File: src/rtl/sram_port_arbiter.sv
// Arbitrates one single-port SRAM between a read-only fetch port (I) and a read/write data port (D).
// D has fixed priority; I is forced through after MAX_WAIT consecutive contended losses.
module sram_port_arbiter #(
  parameter int unsigned DATA_WIDTH = 32,
  parameter int unsigned ADDR_WIDTH = 8,
  parameter int unsigned MAX_WAIT   = 4
) (
  input  logic                  clk,
  input  logic                  rst,
  input  logic                  i_req_valid,
  input  logic [ADDR_WIDTH-1:0] i_req_addr,
  output logic                  i_req_ready,
  output logic                  i_rsp_valid,
  output logic [DATA_WIDTH-1:0] i_rsp_data,
  input  logic                  d_req_valid,
  input  logic                  d_req_we,
  input  logic [ADDR_WIDTH-1:0] d_req_addr,
  input  logic [DATA_WIDTH-1:0] d_req_wdata,
  output logic                  d_req_ready,
  output logic                  d_rsp_valid,
  output logic [DATA_WIDTH-1:0] d_rsp_data,
  output logic                  sram_csb,
  output logic                  sram_web,
  output logic [ADDR_WIDTH-1:0] sram_addr,
  output logic [DATA_WIDTH-1:0] sram_din,
  input  logic [DATA_WIDTH-1:0] sram_dout
);

  localparam int unsigned CNT_W = 4;

  typedef enum logic [1:0] {
    OWN_NONE = 2'd0,
    OWN_I    = 2'd1,
    OWN_D    = 2'd2
  } owner_e;

  owner_e           owner_q, owner_d;
  logic             we_q, we_d;
  logic [CNT_W-1:0] wait_cnt_q, wait_cnt_d;
  logic             i_gnt, d_gnt, wait_full;

  // Grant: D by default, I once it has lost MAX_WAIT contended cycles in a row.
  always_comb begin
    wait_full = (wait_cnt_q == CNT_W'(MAX_WAIT));
    i_gnt     = 1'b0;
    d_gnt     = 1'b0;
    if (!rst) begin
      if (d_req_valid && !(i_req_valid && wait_full)) begin
        d_gnt = 1'b1;
      end else if (i_req_valid) begin
        i_gnt = 1'b1;
      end
    end
  end

  assign i_req_ready = i_gnt;
  assign d_req_ready = d_gnt;

  // SRAM drive in the grant cycle; the macro registers these on the next rising edge.
  always_comb begin
    sram_csb  = 1'b1;
    sram_web  = 1'b1;
    sram_addr = '0;
    sram_din  = '0;
    if (d_gnt) begin
      sram_csb  = 1'b0;
      sram_web  = ~d_req_we;
      sram_addr = d_req_addr;
      sram_din  = d_req_wdata;
    end else if (i_gnt) begin
      sram_csb  = 1'b0;
      sram_addr = i_req_addr;
    end
  end

  // Next-state: response owner/we for the cycle after issue, and I starvation counter.
  always_comb begin
    owner_d    = OWN_NONE;
    we_d       = 1'b0;
    wait_cnt_d = wait_cnt_q;
    if (d_gnt) begin
      owner_d = OWN_D;
      we_d    = d_req_we;
    end else if (i_gnt) begin
      owner_d = OWN_I;
    end
    if (!i_req_valid || i_gnt) begin
      wait_cnt_d = '0;
    end else if (d_gnt && !wait_full) begin
      wait_cnt_d = wait_cnt_q + CNT_W'(1);
    end
  end

  always_ff @(posedge clk) begin
    if (rst) begin
      owner_q    <= OWN_NONE;
      we_q       <= 1'b0;
      wait_cnt_q <= '0;
    end else begin
      owner_q    <= owner_d;
      we_q       <= we_d;
      wait_cnt_q <= wait_cnt_d;
    end
  end

  // Responses read the macro output directly; gated so nothing but valid data leaves the block.
  assign i_rsp_valid = !rst && (owner_q == OWN_I);
  assign d_rsp_valid = !rst && (owner_q == OWN_D);
  assign i_rsp_data  = i_rsp_valid ? sram_dout : '0;
  assign d_rsp_data  = (d_rsp_valid && !we_q) ? sram_dout : '0;

endmodule
File: config.mk
export PLATFORM = sky130hd
export DESIGN_NAME = sram_port_arbiter
export DESIGN_NICKNAME = d
export VERILOG_FILES = /design/src/rtl/sram_port_arbiter.sv
export SDC_FILE = /design/constraint.sdc
export NUM_CORES = 1
export LEC_CHECK = 0
export ABC_CLOCK_PERIOD_IN_PS = 3900
export CAP_MARGIN = 20
export CORE_MARGIN = 10
export CORE_UTILIZATION = 22
export DETAILED_ROUTE_END_ITERATION = 8
export PLACE_DENSITY = 0.85
export SLEW_MARGIN = 20
export SYNTH_ARGS = -nofsm -noshare
export SYNTH_HDL_FRONTEND = slang
export SYNTH_SLANG_ARGS = --single-unit
File: constraint.sdc
create_clock -name clk -period 3.9 [get_ports clk]
set_clock_uncertainty 0.2 [all_clocks]
set_input_delay 0.78 -clock clk [delete_from_list [all_inputs] [get_ports clk]]
set_output_delay 0.78 -clock clk [all_outputs]
set_load 0.1 [all_outputs]
==> impl_metrics.yaml <==
floorplanning:
  fp.dieH_um: 90.1
  io_pins: 195
  start_util_pct: 22.7
  core_area_um2: 4750
  die_w_um: 90.1
  rows: 25
  dieArea_um2: 8110
placed_design:
  pre_cts_ws_ns: 0.462
  routabilityCongestion: 0.763
  numPortBuffers: 194
  dp_hpwl_mm: 7.76
global_routing:
  antenna_found_initial: 0
  grt_max_degree: 48
  grt_pass1_wl_mm: 12.4
  grt_pass1_vias: 1988
  grtUsageTotal_pct: 19.4
  gr-total-overflow: 0
setup_path:
  startpoint_type: "input port"
  cp_max_fo: 32
  end_kind: "primary output"
  cp.required_ns: 2.92
  slowest_delay_ns: 0.58
  worst_ep_arrival_time_ns: 2.45
  path_buf_inv: 3
  critPathKind: "input port to primary output"
  cp_slowest_cell: "clkdlybuf4s50_1"
  cp_cell_sequence: "clkdlybuf4s50_1 -> nor3b_4 -> and2b_1 -> buf_4 -> and2_1 -> buf_12"
  path_delay_family: "buffers and inverters"
  r2r_slack_ns: 2.15
timing:
  fin_setup_tns_ns: 0
  post-route-min-period_ns: 3.43
  maxSlewViolCount: 0
  worst_slew_pin_slew_ns: 0.519
  setup_viol: 0
  rsz0062_at_grt: "false"
  slew_headroom_pct: 65.3
  hold_viol: 0
  min_period_over_period_pct: 88.0
  fin_ws_ns: 0.467
  fmax_ghz: 0.291
drt:
  firstDrtPassIters: 4
  drcViolationCount: 0
  ant_nets: 0
  wl_mm: 8.27
  drt_iter0_drc: 32
  wl_per_cell_um: 20.5
  vias_per_cell: 4.36
  vias: 1763
finish:
  drive_gt1_share_pct: 36.2
  area_delta_synth_final_pct: 289
  register_area_um2: 140
  nNetsFinal: 425
  nFillCells: 211
  num_antenna_cells: 0
  multi_input_area_um2: 871
clock_network:
  clk_latency_ns: 0.22
  hold_buffers: 0
  postCtsSetupRepairBufs: 0
  clock_sinks: 7
  cts_max_level: 1
  ctsResizeCount: 0
  tritoncts: "done"
  cts_buffers: 3
  cts.clk_slew.worst_paths_ns: 0.04
  cts_buffer_depth: 2
  clockRootBuffer: "clkbuf_8"
synth:
  ys.warnings.count: 0
  synth-seq-cells: 7
  synth_top_area_share_pct: 56.2
  yosysSeqAreaShare_pct: 13.0
  synth_area_leaders: "and2_1, dfxtp_1, a22o_1"
  syn_area_per_cell_um2: 7.35
  synthesis.nets: 234
  synth_cell_type_count: 22
  syn_inst: 147
  synth_area_um2: 1080
  synth_top_cell_by_area: "and2_1"
pwr:
  peakVddDrop_mv: 0.170
  p_leak_nw: 1.76
  p_per_area_nw_per_um2: 170
run_status:
  status: "completed"
hold_path:
  hold_class: "flop to flop"
run:
  drv_cap: 0
-- through the flow --
step | area (um2) | power, W | util (%) | std cells | hold slack (ns)
5_1_grt | 4200 | 0.000740 | 88.2 | 404 | 0.396
4_1_cts | 4200 | 0.000721 | 88.2 | 404 | 0.378
2_1_floorplan | 1090 | 0.000365 | - | 147 | 0.315
3_5_place_dp | 4150 | 0.000619 | 87.3 | 400 | 0.369
6_report | 4200 | 0.000715 | 88.2 | 404 | 0.378
3_3_place_gp | 4150 | 0.000610 | 87.3 | 400 | 0.334
-- power by group --
part | total [W] | leakage (nW) | switching [W] | internal, W
clock network | 0.000100 | 0.0228 | 0.0000297 | 0.0000706
registers | 0.0000752 | 0.0571 | 0.00000132 | 0.0000739
logic | 0.000539 | 1.68 | 0.000322 | 0.000217
-- worst register-to-register path: cells and delay by family (launching register included) --
| family | cells | cell delay, ns |
|---|---|---|
| and+or+nand+nor | 2 | 0.36 |
| DFF | 1 | 0.32 |
| buffers and inverters | 2 | 0.33 |
| adders and majority gates | 1 | 0.22 |
| AOI/OAI and AO/OA | 1 | 0.22 |
-- sequential cells by signal, summed over array words and instances (netlist names) --
| signal | cells |
|---|---|
| wait_cnt_q | 4 |
| owner_q | 2 |
| we_q | 1 |
-- worst paths after layout --
check                              startpoint             end  cells after the start
worst min register to register  wait_cnt_q[0]   wait_cnt_q[0]                      2
worst min-delay path            wait_cnt_q[0]   wait_cnt_q[0]                      2
worst max register to register  wait_cnt_q[0]   wait_cnt_q[1]                      6
worst max-delay path                      rst  d_rsp_data[21]                      6
-- cell families (layout without fill, tap and decap cells) --
family / Yosys count / count (layout) / share of synthesized area, %
AOI/OAI and AO/OA: 13 / 13 / 11.4
and+or+nand+nor: 108 / 108 / 64.5
xor gates and xnor gates: 1 / 1 / 0.811
buffers and inverters: 15 / 205 / 6.95
adders and majority gates: 2 / 2 / 2.32
DFF: 7 / 7 / 13.0
muxes: 1 / 1 / 1.04
-- synthesized netlist by cell type --
cell      number
a22o_1         8
dfxtp_1        7
a211oi_1       1
mux2_2         1
nand2_1        1
o211a_1        2
clkbuf_1       6
clkbuf_2       3
and3_1         4
and2_1        97
inv_2          1
nand3b_4       1
o21ai_0        1
xor2_1         1
ha_1           2
nor2_1         1
nor3b_2        2
nand3_1        1
a211oi_4       1
buf_6          2
inv_1          3
and2b_1        1
-- final cells by class --
cell class | count | area share (%)
clock buffer | 4 | 1.07
inverter | 4 | 0.358
multi-input combinational | 125 | 20.8
sequential | 7 | 3.34
tap | 67 | 2.00
timing repair buffer | 197 | 72.5
-- routing by layer --
metal / vias to the layer above / track usage [%] / wire [um]
li1: 846 / - / -
met1: 775 / 16.7 / 2670
met2: 136 / 37.7 / 4430
met3: 6 / 10.9 / 1070
met4: 0 / 4.38 / 97
met5: - / 0 / 0
-- cell usage in the layout, fill, tap and decap left out, types with 2 or more instances in the layout --
| master | synthesis | routed |
|---|---|---|
| o211a_1 | 2 | 2 |
| inv_1 | 3 | 3 |
| clkdlybuf4s50_1 | 0 | 84 |
| ha_1 | 2 | 2 |
| dfxtp_1 | 7 | 7 |
| buf_12 | 0 | 108 |
| a22o_1 | 8 | 8 |
| and3_1 | 4 | 4 |
| clkbuf_8 | 0 | 3 |
| buf_4 | 0 | 5 |
| and2_1 | 97 | 97 |
Power figures use the tool's default switching activity.
